--- config.mk ---
export PLATFORM = sky130hd
export DESIGN_NAME = mc_control_fsm_flat
export DESIGN_NICKNAME = d
export VERILOG_FILES = /design/src/rtl/mc_control_fsm_if.sv /design/src/rtl/mc_control_fsm.sv /design/src/flat_wrapper.sv
export SDC_FILE = /design/constraint.sdc
export NUM_CORES = 1
export LEC_CHECK = 0
export BUFFER_PORTS_ARGS = -buffer_cell sky130_fd_sc_hd__buf_2
export CAP_MARGIN = 20
export CELL_PAD_IN_SITES_DETAIL_PLACEMENT = 0
export CELL_PAD_IN_SITES_GLOBAL_PLACEMENT = 1
export CORE_ASPECT_RATIO = 0.6
export CORE_MARGIN = 2
export CORE_UTILIZATION = 37
export CTS_BUF_LIST = sky130_fd_sc_hd__clkbuf_4 sky130_fd_sc_hd__clkbuf_8
export CTS_CLUSTER_SIZE = 40
export DETAILED_ROUTE_END_ITERATION = 7
export PLACE_DENSITY = 0.95
export SLEW_MARGIN = 20
export SYNTH_ARGS = -nofsm -noshare
export SYNTH_HDL_FRONTEND = slang
export SYNTH_SLANG_ARGS = --single-unit
--- constraint.sdc ---
create_clock -name clk -period 3.1 [get_ports clk]
set_clock_uncertainty 0.1 [all_clocks]
set_input_delay 0.62 -clock clk [delete_from_list [all_inputs] [get_ports clk]]
set_output_delay 0.62 -clock clk [all_outputs]
set_load 0.02 [all_outputs]
--- src/rtl/mc_control_fsm_if.sv ---
// ---------------------------------------------------------------------------
// mc_control_fsm_if
//
// Memory request/ready handshake between the multi-cycle control FSM and the
// shared instruction/data memory.
//
// Signals:
//   mem_req    request valid (driven by the controller)
//   mem_write  request is a store (driven by the controller)
//   mem_ready  memory completes the current request this cycle (driven by memory)
//
// Modports:
//   master  the controller side (drives mem_req/mem_write, samples mem_ready)
//   slave   the memory side
// ---------------------------------------------------------------------------
interface mc_control_fsm_if;
    logic mem_req;
    logic mem_write;
    logic mem_ready;

    modport master (
        output mem_req,
        output mem_write,
        input  mem_ready
    );

    modport slave (
        input  mem_req,
        input  mem_write,
        output mem_ready
    );
endinterface

--- src/rtl/mc_control_fsm.sv ---
// ---------------------------------------------------------------------------
// mc_control_fsm
//
// Multi-cycle RV32I control FSM for a shared-memory datapath. Decodes the
// instruction register fields and comparator flags into datapath enables and
// mux selects, handles a variable-latency memory handshake with a timeout
// trap, traps on illegal instructions and counts retired instructions.
//
// Parameters:
//   CNT_W        width of retired_count
//   TIMEOUT_W    width of the memory wait counter
//   TIMEOUT_MAX  wait cycles without mem_ready before the timeout trap
//                (must be >= 1 and < 2**TIMEOUT_W)
//
// Ports:
//   clk, reset        clock, asynchronous active-high reset
//   mem               memory handshake (master modport: mem_req, mem_write out;
//                     mem_ready in)
//   opcode/funct3/funct7  IR[6:0], IR[14:12], IR[31:25]
//   zero, lt, ltu     ALU zero flag, signed and unsigned rs1 < rs2
//   adr_src           0 = PC, 1 = ALUOut as memory address
//   ir_write          latch IR and OldPC
//   pc_write          PC write enable
//   reg_write         register file write enable
//   result_src        00 ALUOut, 01 mem data, 10 ALU result
//   alu_src_a         00 rs1, 01 OldPC, 10 PC, 11 zero
//   alu_src_b         00 rs2, 01 imm, 10 const 4
//   alu_control       ALU operation (see ALU_* encodings)
//   imm_src           000 I, 001 S, 010 B, 011 J, 100 U
//   illegal           sticky illegal-instruction trap flag
//   mem_timeout       sticky memory-timeout trap flag
//   retired_count     instructions retired (wraps)
//
// Build option:
//   MC_CTRL_RETIRE_CNT_EN  when defined the retired-instruction counter is
//                          built; otherwise retired_count is tied to 0.
// ---------------------------------------------------------------------------
module mc_control_fsm #(
    parameter int CNT_W       = 32,
    parameter int TIMEOUT_W   = 8,
    parameter int TIMEOUT_MAX = 255
) (
    input  logic                 clk,
    input  logic                 reset,
    mc_control_fsm_if.master     mem,
    input  logic [6:0]           opcode,
    input  logic [2:0]           funct3,
    input  logic [6:0]           funct7,
    input  logic                 zero,
    input  logic                 lt,
    input  logic                 ltu,
    output logic                 adr_src,
    output logic                 ir_write,
    output logic                 pc_write,
    output logic                 reg_write,
    output logic [1:0]           result_src,
    output logic [1:0]           alu_src_a,
    output logic [1:0]           alu_src_b,
    output logic [3:0]           alu_control,
    output logic [2:0]           imm_src,
    output logic                 illegal,
    output logic                 mem_timeout,
    output logic [CNT_W-1:0]     retired_count
);

    typedef enum logic [4:0] {
        S_IDLE,
        S_FETCH,
        S_DECODE,
        S_MEM_ADR,
        S_MEM_READ,
        S_MEM_WB,
        S_MEM_WRITE,
        S_EXEC_R,
        S_EXEC_I,
        S_ALU_WB,
        S_LUI,
        S_AUIPC,
        S_JAL,
        S_JALR,
        S_JALR_WB,
        S_BRANCH,
        S_TRAP
    } state_t;

    localparam logic [6:0] OP_LOAD   = 7'b0000011;
    localparam logic [6:0] OP_STORE  = 7'b0100011;
    localparam logic [6:0] OP_R      = 7'b0110011;
    localparam logic [6:0] OP_I      = 7'b0010011;
    localparam logic [6:0] OP_JAL    = 7'b1101111;
    localparam logic [6:0] OP_JALR   = 7'b1100111;
    localparam logic [6:0] OP_BRANCH = 7'b1100011;
    localparam logic [6:0] OP_LUI    = 7'b0110111;
    localparam logic [6:0] OP_AUIPC  = 7'b0010111;

    localparam logic [3:0] ALU_ADD  = 4'b0000;
    localparam logic [3:0] ALU_SUB  = 4'b0001;
    localparam logic [3:0] ALU_AND  = 4'b0010;
    localparam logic [3:0] ALU_OR   = 4'b0011;
    localparam logic [3:0] ALU_XOR  = 4'b0100;
    localparam logic [3:0] ALU_SLL  = 4'b0101;
    localparam logic [3:0] ALU_SRL  = 4'b0110;
    localparam logic [3:0] ALU_SRA  = 4'b0111;
    localparam logic [3:0] ALU_SLT  = 4'b1000;
    localparam logic [3:0] ALU_SLTU = 4'b1001;

    localparam logic [2:0] IMM_I = 3'b000;
    localparam logic [2:0] IMM_S = 3'b001;
    localparam logic [2:0] IMM_B = 3'b010;
    localparam logic [2:0] IMM_J = 3'b011;
    localparam logic [2:0] IMM_U = 3'b100;

    // Value of the wait counter during the last tolerated wait cycle: if
    // mem_ready is still low then, the increment would reach TIMEOUT_MAX.
    localparam logic [TIMEOUT_W-1:0] WAIT_LAST = TIMEOUT_W'(TIMEOUT_MAX - 1);

    state_t                 state;
    state_t                 state_next;
    logic [TIMEOUT_W-1:0]   wait_cnt;
    logic                   mem_req_c;
    logic                   mem_write_c;
    logic                   set_illegal;
    logic                   set_timeout;
    logic [3:0]             alu_op_r;
    logic [3:0]             alu_op_i;
    logic                   branch_taken;
    logic                   unused_funct7_bits;

    // Only funct7[5] selects an ALU variant; the other bits are don't-care.
    assign unused_funct7_bits = ^{funct7[6], funct7[4:0]};

    assign mem.mem_req   = mem_req_c;
    assign mem.mem_write = mem_write_c;

    // State register.
    always_ff @(posedge clk or posedge reset) begin
        if (reset) begin
            state <= S_IDLE;
        end else begin
            state <= state_next;
        end
    end

    // ALU operation from funct3/funct7. The I-type form never subtracts,
    // because funct7 is part of the immediate for ADDI.
    always_comb begin
        alu_op_r = ALU_ADD;
        alu_op_i = ALU_ADD;
        case (funct3)
            3'b000: begin
                alu_op_r = funct7[5] ? ALU_SUB : ALU_ADD;
                alu_op_i = ALU_ADD;
            end
            3'b001: begin
                alu_op_r = ALU_SLL;
                alu_op_i = ALU_SLL;
            end
            3'b010: begin
                alu_op_r = ALU_SLT;
                alu_op_i = ALU_SLT;
            end
            3'b011: begin
                alu_op_r = ALU_SLTU;
                alu_op_i = ALU_SLTU;
            end
            3'b100: begin
                alu_op_r = ALU_XOR;
                alu_op_i = ALU_XOR;
            end
            3'b101: begin
                alu_op_r = funct7[5] ? ALU_SRA : ALU_SRL;
                alu_op_i = funct7[5] ? ALU_SRA : ALU_SRL;
            end
            3'b110: begin
                alu_op_r = ALU_OR;
                alu_op_i = ALU_OR;
            end
            default: begin
                alu_op_r = ALU_AND;
                alu_op_i = ALU_AND;
            end
        endcase
    end

    // Branch condition from the comparator flags of the rs1 - rs2 compare.
    always_comb begin
        branch_taken = 1'b0;
        case (funct3)
            3'b000:  branch_taken = zero;
            3'b001:  branch_taken = !zero;
            3'b100:  branch_taken = lt;
            3'b101:  branch_taken = !lt;
            3'b110:  branch_taken = ltu;
            3'b111:  branch_taken = !ltu;
            default: branch_taken = 1'b0;
        endcase
    end

    // Next-state and output decode. Everything is Moore from state except the
    // write enables that depend on mem_ready or the branch condition.
    always_comb begin
        state_next  = state;
        mem_req_c   = 1'b0;
        mem_write_c = 1'b0;
        adr_src     = 1'b0;
        ir_write    = 1'b0;
        pc_write    = 1'b0;
        reg_write   = 1'b0;
        result_src  = 2'b00;
        alu_src_a   = 2'b00;
        alu_src_b   = 2'b00;
        alu_control = ALU_ADD;
        imm_src     = IMM_I;
        set_illegal = 1'b0;
        set_timeout = 1'b0;

        case (state)
            S_IDLE: begin
                state_next = S_FETCH;
            end

            S_FETCH: begin
                mem_req_c  = 1'b1;
                alu_src_a  = 2'b10;
                alu_src_b  = 2'b10;
                result_src = 2'b10;
                if (mem.mem_ready) begin
                    ir_write   = 1'b1;
                    pc_write   = 1'b1;
                    state_next = S_DECODE;
                end else if (wait_cnt == WAIT_LAST) begin
                    set_timeout = 1'b1;
                    state_next  = S_TRAP;
                end
            end

            S_DECODE: begin
                // OldPC + imm lands in ALUOut so a branch or JAL has its
                // target ready on the following cycle.
                alu_src_a = 2'b01;
                alu_src_b = 2'b01;
                case (opcode)
                    OP_BRANCH: imm_src = IMM_B;
                    OP_JAL:    imm_src = IMM_J;
                    default:   imm_src = IMM_I;
                endcase
                case (opcode)
                    OP_LOAD, OP_STORE: state_next = S_MEM_ADR;
                    OP_R:              state_next = S_EXEC_R;
                    OP_I:              state_next = S_EXEC_I;
                    OP_JAL:            state_next = S_JAL;
                    OP_LUI:            state_next = S_LUI;
                    OP_AUIPC:          state_next = S_AUIPC;
                    OP_JALR: begin
                        if (funct3 == 3'b000) begin
                            state_next = S_JALR;
                        end else begin
                            set_illegal = 1'b1;
                            state_next  = S_TRAP;
                        end
                    end
                    OP_BRANCH: begin
                        // funct3 010/011 are unassigned branch encodings.
                        if (funct3[2:1] != 2'b01) begin
                            state_next = S_BRANCH;
                        end else begin
                            set_illegal = 1'b1;
                            state_next  = S_TRAP;
                        end
                    end
                    default: begin
                        set_illegal = 1'b1;
                        state_next  = S_TRAP;
                    end
                endcase
            end

            S_MEM_ADR: begin
                alu_src_b  = 2'b01;
                imm_src    = opcode[5] ? IMM_S : IMM_I;
                state_next = opcode[5] ? S_MEM_WRITE : S_MEM_READ;
            end

            S_MEM_READ: begin
                mem_req_c = 1'b1;
                adr_src   = 1'b1;
                if (mem.mem_ready) begin
                    state_next = S_MEM_WB;
                end else if (wait_cnt == WAIT_LAST) begin
                    set_timeout = 1'b1;
                    state_next  = S_TRAP;
                end
            end

            S_MEM_WB: begin
                result_src = 2'b01;
                reg_write  = 1'b1;
                state_next = S_FETCH;
            end

            S_MEM_WRITE: begin
                mem_req_c   = 1'b1;
                mem_write_c = 1'b1;
                adr_src     = 1'b1;
                if (mem.mem_ready) begin
                    state_next = S_FETCH;
                end else if (wait_cnt == WAIT_LAST) begin
                    set_timeout = 1'b1;
                    state_next  = S_TRAP;
                end
            end

            S_EXEC_R: begin
                alu_control = alu_op_r;
                state_next  = S_ALU_WB;
            end

            S_EXEC_I: begin
                alu_src_b   = 2'b01;
                alu_control = alu_op_i;
                state_next  = S_ALU_WB;
            end

            S_ALU_WB: begin
                reg_write  = 1'b1;
                state_next = S_FETCH;
            end

            S_LUI: begin
                alu_src_a  = 2'b11;
                alu_src_b  = 2'b01;
                imm_src    = IMM_U;
                state_next = S_ALU_WB;
            end

            S_AUIPC: begin
                alu_src_a  = 2'b01;
                alu_src_b  = 2'b01;
                imm_src    = IMM_U;
                state_next = S_ALU_WB;
            end

            S_JAL: begin
                // PC takes the target from ALUOut while the ALU forms the
                // link address OldPC + 4 for the write-back cycle.
                pc_write   = 1'b1;
                alu_src_a  = 2'b01;
                alu_src_b  = 2'b10;
                state_next = S_ALU_WB;
            end

            S_JALR: begin
                alu_src_b  = 2'b01;
                state_next = S_JALR_WB;
            end

            S_JALR_WB: begin
                pc_write   = 1'b1;
                alu_src_a  = 2'b01;
                alu_src_b  = 2'b10;
                state_next = S_ALU_WB;
            end

            S_BRANCH: begin
                alu_control = ALU_SUB;
                imm_src     = IMM_B;
                pc_write    = branch_taken;
                state_next  = S_FETCH;
            end

            S_TRAP: begin
                state_next = S_TRAP;
            end

            default: begin
                state_next = S_IDLE;
            end
        endcase
    end

    // Memory wait counter: counts consecutive unanswered request cycles and
    // restarts whenever the FSM is not holding in a wait state, so each new
    // wait state begins from zero.
    always_ff @(posedge clk or posedge reset) begin
        if (reset) begin
            wait_cnt <= '0;
        end else if (mem_req_c && !mem.mem_ready && (state_next == state)) begin
            wait_cnt <= wait_cnt + TIMEOUT_W'(1);
        end else begin
            wait_cnt <= '0;
        end
    end

    // Sticky trap flags, cleared only by reset.
    always_ff @(posedge clk or posedge reset) begin
        if (reset) begin
            illegal     <= 1'b0;
            mem_timeout <= 1'b0;
        end else begin
            if (set_illegal) begin
                illegal <= 1'b1;
            end
            if (set_timeout) begin
                mem_timeout <= 1'b1;
            end
        end
    end

`ifdef MC_CTRL_RETIRE_CNT_EN
    logic [CNT_W-1:0] retired_q;

    // An instruction retires when the FSM returns to FETCH from any
    // instruction state; the initial IDLE -> FETCH step and FETCH holding
    // for memory are not retirements.
    always_ff @(posedge clk or posedge reset) begin
        if (reset) begin
            retired_q <= '0;
        end else if ((state_next == S_FETCH) && (state != S_IDLE) &&
                     (state != S_FETCH) && (state != S_TRAP)) begin
            retired_q <= retired_q + CNT_W'(1);
        end
    end

    assign retired_count = retired_q;
`else
    assign retired_count = '0;
`endif

endmodule

--- src/flat_wrapper.sv ---
// flat-port wrapper written by rule: the top's interface ports become plain ports
module mc_control_fsm_flat 
#(
    parameter int CNT_W       = 32,
    parameter int TIMEOUT_W   = 8,
    parameter int TIMEOUT_MAX = 255
)
  (clk, reset, opcode, funct3, funct7, zero, lt, ltu, adr_src, ir_write, pc_write, reg_write, result_src, alu_src_a, alu_src_b, alu_control, imm_src, illegal, mem_timeout, retired_count, mem_mem_req, mem_mem_write, mem_mem_ready);
  mc_control_fsm_if mem_i ();
  input  logic clk;
  input  logic reset;
  input  logic [6:0] opcode;
  input  logic [2:0] funct3;
  input  logic [6:0] funct7;
  input  logic zero;
  input  logic lt;
  input  logic ltu;
  output logic adr_src;
  output logic ir_write;
  output logic pc_write;
  output logic reg_write;
  output logic [1:0] result_src;
  output logic [1:0] alu_src_a;
  output logic [1:0] alu_src_b;
  output logic [3:0] alu_control;
  output logic [2:0] imm_src;
  output logic illegal;
  output logic mem_timeout;
  output logic [CNT_W-1:0] retired_count;
  output wire logic [$bits(mem_i.mem_req)-1:0] mem_mem_req;
  output wire logic [$bits(mem_i.mem_write)-1:0] mem_mem_write;
  input wire logic [$bits(mem_i.mem_ready)-1:0] mem_mem_ready;
  assign mem_mem_req = mem_i.mem_req;
  assign mem_mem_write = mem_i.mem_write;
  assign mem_i.mem_ready = mem_mem_ready;
  mc_control_fsm #(.CNT_W(CNT_W), .TIMEOUT_W(TIMEOUT_W), .TIMEOUT_MAX(TIMEOUT_MAX)) u_core (.clk(clk), .reset(reset), .mem(mem_i), .opcode(opcode), .funct3(funct3), .funct7(funct7), .zero(zero), .lt(lt), .ltu(ltu), .adr_src(adr_src), .ir_write(ir_write), .pc_write(pc_write), .reg_write(reg_write), .result_src(result_src), .alu_src_a(alu_src_a), .alu_src_b(alu_src_b), .alu_control(alu_control), .imm_src(imm_src), .illegal(illegal), .mem_timeout(mem_timeout), .retired_count(retired_count));
endmodule
==> impl_metrics.csv <==
group,metric,value,unit
critical_path,rrSetupSlack,680,ps
drt,routed_wl,3.920,mm
yosys,ys_warn_count,0,
grt,antenna_found_initial,0,
layout,fillers,475,
drt,wl_per_cell,12.48,microns
layout,layout_common_cells,"buf_2, conb_1, nor2_1",
yosys,synth_top_area_cell,"dfrtp_1",
floorplanning,dieHeight,56.78,microns
layout,nNetsFinal,277,
layout,design_area,0.001859,sq mm
drt,ant_nets,0,
sta,tns,0,ps
worst_hold_path,hold_path_class,"input port to asynchronous set/reset pin",
clock_network,cts_buffers,3,
power_and_ir_drop,power_density,717.8,mW/mm^2
floorplanning,rows,19,
sta,rsz0062_at_grt,"no",
clock_network,clk_latency,250,ps
clock_network,cts_root_buffer,"clkbuf_8",
critical_path,rr_worst_depth,6,
critical_path,critical_path_class,"flop to primary output",
placed_design,place_inst,310,
yosys,synth_edf_count,0,
power_and_ir_drop,p_leak,0.8837,nW
critical_path,cp-end-kind,"primary output",
floorplanning,dieArea,0.005222,sq mm
yosys,netlist_area,0.001718,sq mm
critical_path,crit_arrival,2000,ps
sta,worst_pin_slew,650.1,ps
sta,relSlewSlack,56.66,%
clock_network,cts_hold_buf,0,
yosys,async_flop_share,100.0,%
drt,vias,1566,
yosys,synth_cells,223,
clock_network,cts_tree,"yes",
clock_network,cts_post_setup_buffers_inserted,0,
drt,drtPass1Iterations,4,
sta,fmax,367.1,MHz
sta,hold_violations,0,
layout,multi_input_area,0.001122,sq mm
yosys,seq_area_frac_synth,21.85,%
floorplanning,start_util,38.03,%
critical_path,r2r_start,"u_core.state[0]",
placed_design,gp_congestion,0.8025,
sta,drv_slew,0,
clock_network,clock_path_buffers,2,
yosys,synth_top_area_share,21.85,%
yosys,synth_cell_types,60,
layout,drive_gt1_share,22.71,%
yosys,ys_ff_latch,15,
grt,gr-total-overflow,0,
placed_design,dp_hpwl,3.045,mm
outcome,run_status,"finished, final reports clean",
yosys,synthFlopType,"dfrtp_1",
layout,regArea,375.4,sq um
layout,final_common_cell,"buf_2",
flow_run,max_cap_violations,0,
critical_path,timing.rr.end,"u_core.wait_cnt[3]",
floorplanning,die_x,91.97,microns
critical_path,crit_fanout,20,
placed_design,dpl-instance-area,0.001810,sq mm
sta,min_period,2724,ps
yosys,syn_avg_cell_area,7.704,sq um
sta,fin_crit_sh,87.88,%
yosys,synth.area.top_cells,"dfrtp_1, buf_4, nor2_1",
grt,grt_pass1_wl,6.513,mm
placed_design,io_buffers,37,
clock_network,clock_sinks,15,
layout,area_delta_synth_final,8.230,%
grt,first_global_vias,1332,
drt,drc,0,
critical_path,cp.required,2380,ps
layout,utilization,41.16,%
layout,antenna_cells,0,
floorplanning,coreArea,0.004517,sq mm
power_and_ir_drop,max-vdd-ir-drop,0.0003622,V
power_and_ir_drop,total_power,1.335,mW
drt,drt_iter0_markers,137,
grt,track_usage,15.34,%
drt,vias_per_cell,4.987,
sta,setup_viol,0,
clock_network,htreeDepth,1,
clock_network,clk_pin_slew,60,ps
critical_path,cp-start-kind,"flop",
floorplanning,io_pins,76,
grt,grt_max_degree,21,
clock_network,cts.repair.resized,0,
layout,fin_cells,314,
final cells by class:
cell class / instances / share of cell area, %
clock buffer: 4 / 2.624
sequential: 15 / 20.19
timing repair buffer: 40 / 11.17
multi-input combinational: 185 / 60.36
inverter: 7 / 1.413
tap: 63 / 4.240
where the power goes:
group	total (mW)	internal (mW)	leakage [nW]	switching (mW)
clock network	0.164	0.0997	0.0262	0.0639
logic	0.837	0.297	0.659	0.540
registers	0.335	0.232	0.198	0.102
total	1.33	0.629	0.884	0.706
cell usage after synthesis (2+ instances only):
library cell and instances:
buf_4 34, nor2_1 23, dfrtp_1 15, nand2_1 15, nand3_1 10, o21ai_0 9
nor4_1 8, a21oi_1 6, clkbuf_1 6, inv_1 6, nor3_1 6, xor2_1 6
buf_2 5, and3_1 4, nand2b_1 4, nor2b_1 4, xnor2_1 4, o21bai_1 3
o22ai_1 3, a31oi_1 2, and2_1 2, and4_1 2, and4b_1 2, buf_1 2
ha_1 2, mux2i_1 2, nor3b_1 2, nor4b_1 2, o31ai_1 2, o41ai_1 2
critical path: stages, from the launching register on:
cell	delay [ps]
dfrtp_1	710
nand2_1	130
nor2_1	230
a31oi_1	120
o221a_2	270
o21ai_0	120
buf_2	180
metal layers:
| layer | share of wire (%) | GRT usage (%) | routed length (microns) |
|---|---|---|---|
| met5 | 0 | 0 | 0 |
| met2 | 39 | 20.69 | 1535 |
| met1 | 53 | 24.48 | 2058 |
| met4 | 0.82 | 3.625 | 32 |
| met3 | 7.5 | 2.953 | 293 |
worst max path at each step:
stage	slack (ps)	endpoint	from
3_5_place_dp	630	u_core.wait_cnt[5]	opcode[5]
6_report	380	alu_control[0]	u_core.state[0]
4_1_cts	380	alu_control[0]	u_core.state[0]
5_1_grt	170	alu_control[0]	u_core.state[0]
2_1_floorplan	340	pc_write	u_core.state[0]
3_3_place_gp	670	alu_control[0]	u_core.state[0]
registers in the layout, indices dropped and copies added, names as in the netlist:
name,cells
u_core.wait_cnt,8
u_core.state,5
u_core.illegal,1
u_core.mem_timeout,1
metrics by stage:
stage | worst slack, ps | hold slack (ps)
finish | 375.8 | 316.5
global placement | 671.0 | 349.1
CTS | 375.1 | 332.5
floorplan | 344.9 | 408.7
detailed placement | 634.5 | 355.4
global route | 167.1 | 371.5
cells by family after synthesis:
kind of cell / count (synthesis) / share of synthesized area [%]
xor gates and xnor gates: 11 / 6.045
DFF: 15 / 21.85
AOI/OAI and AO/OA: 44 / 19.45
buffers and inverters: 54 / 19.59
adders and majority gates: 2 / 1.456
and+or+nand+nor: 94 / 30.23
muxes: 2 / 1.165
other: 1 / 0.2183
No activity file was read; power rests on OpenSTA's default activity.
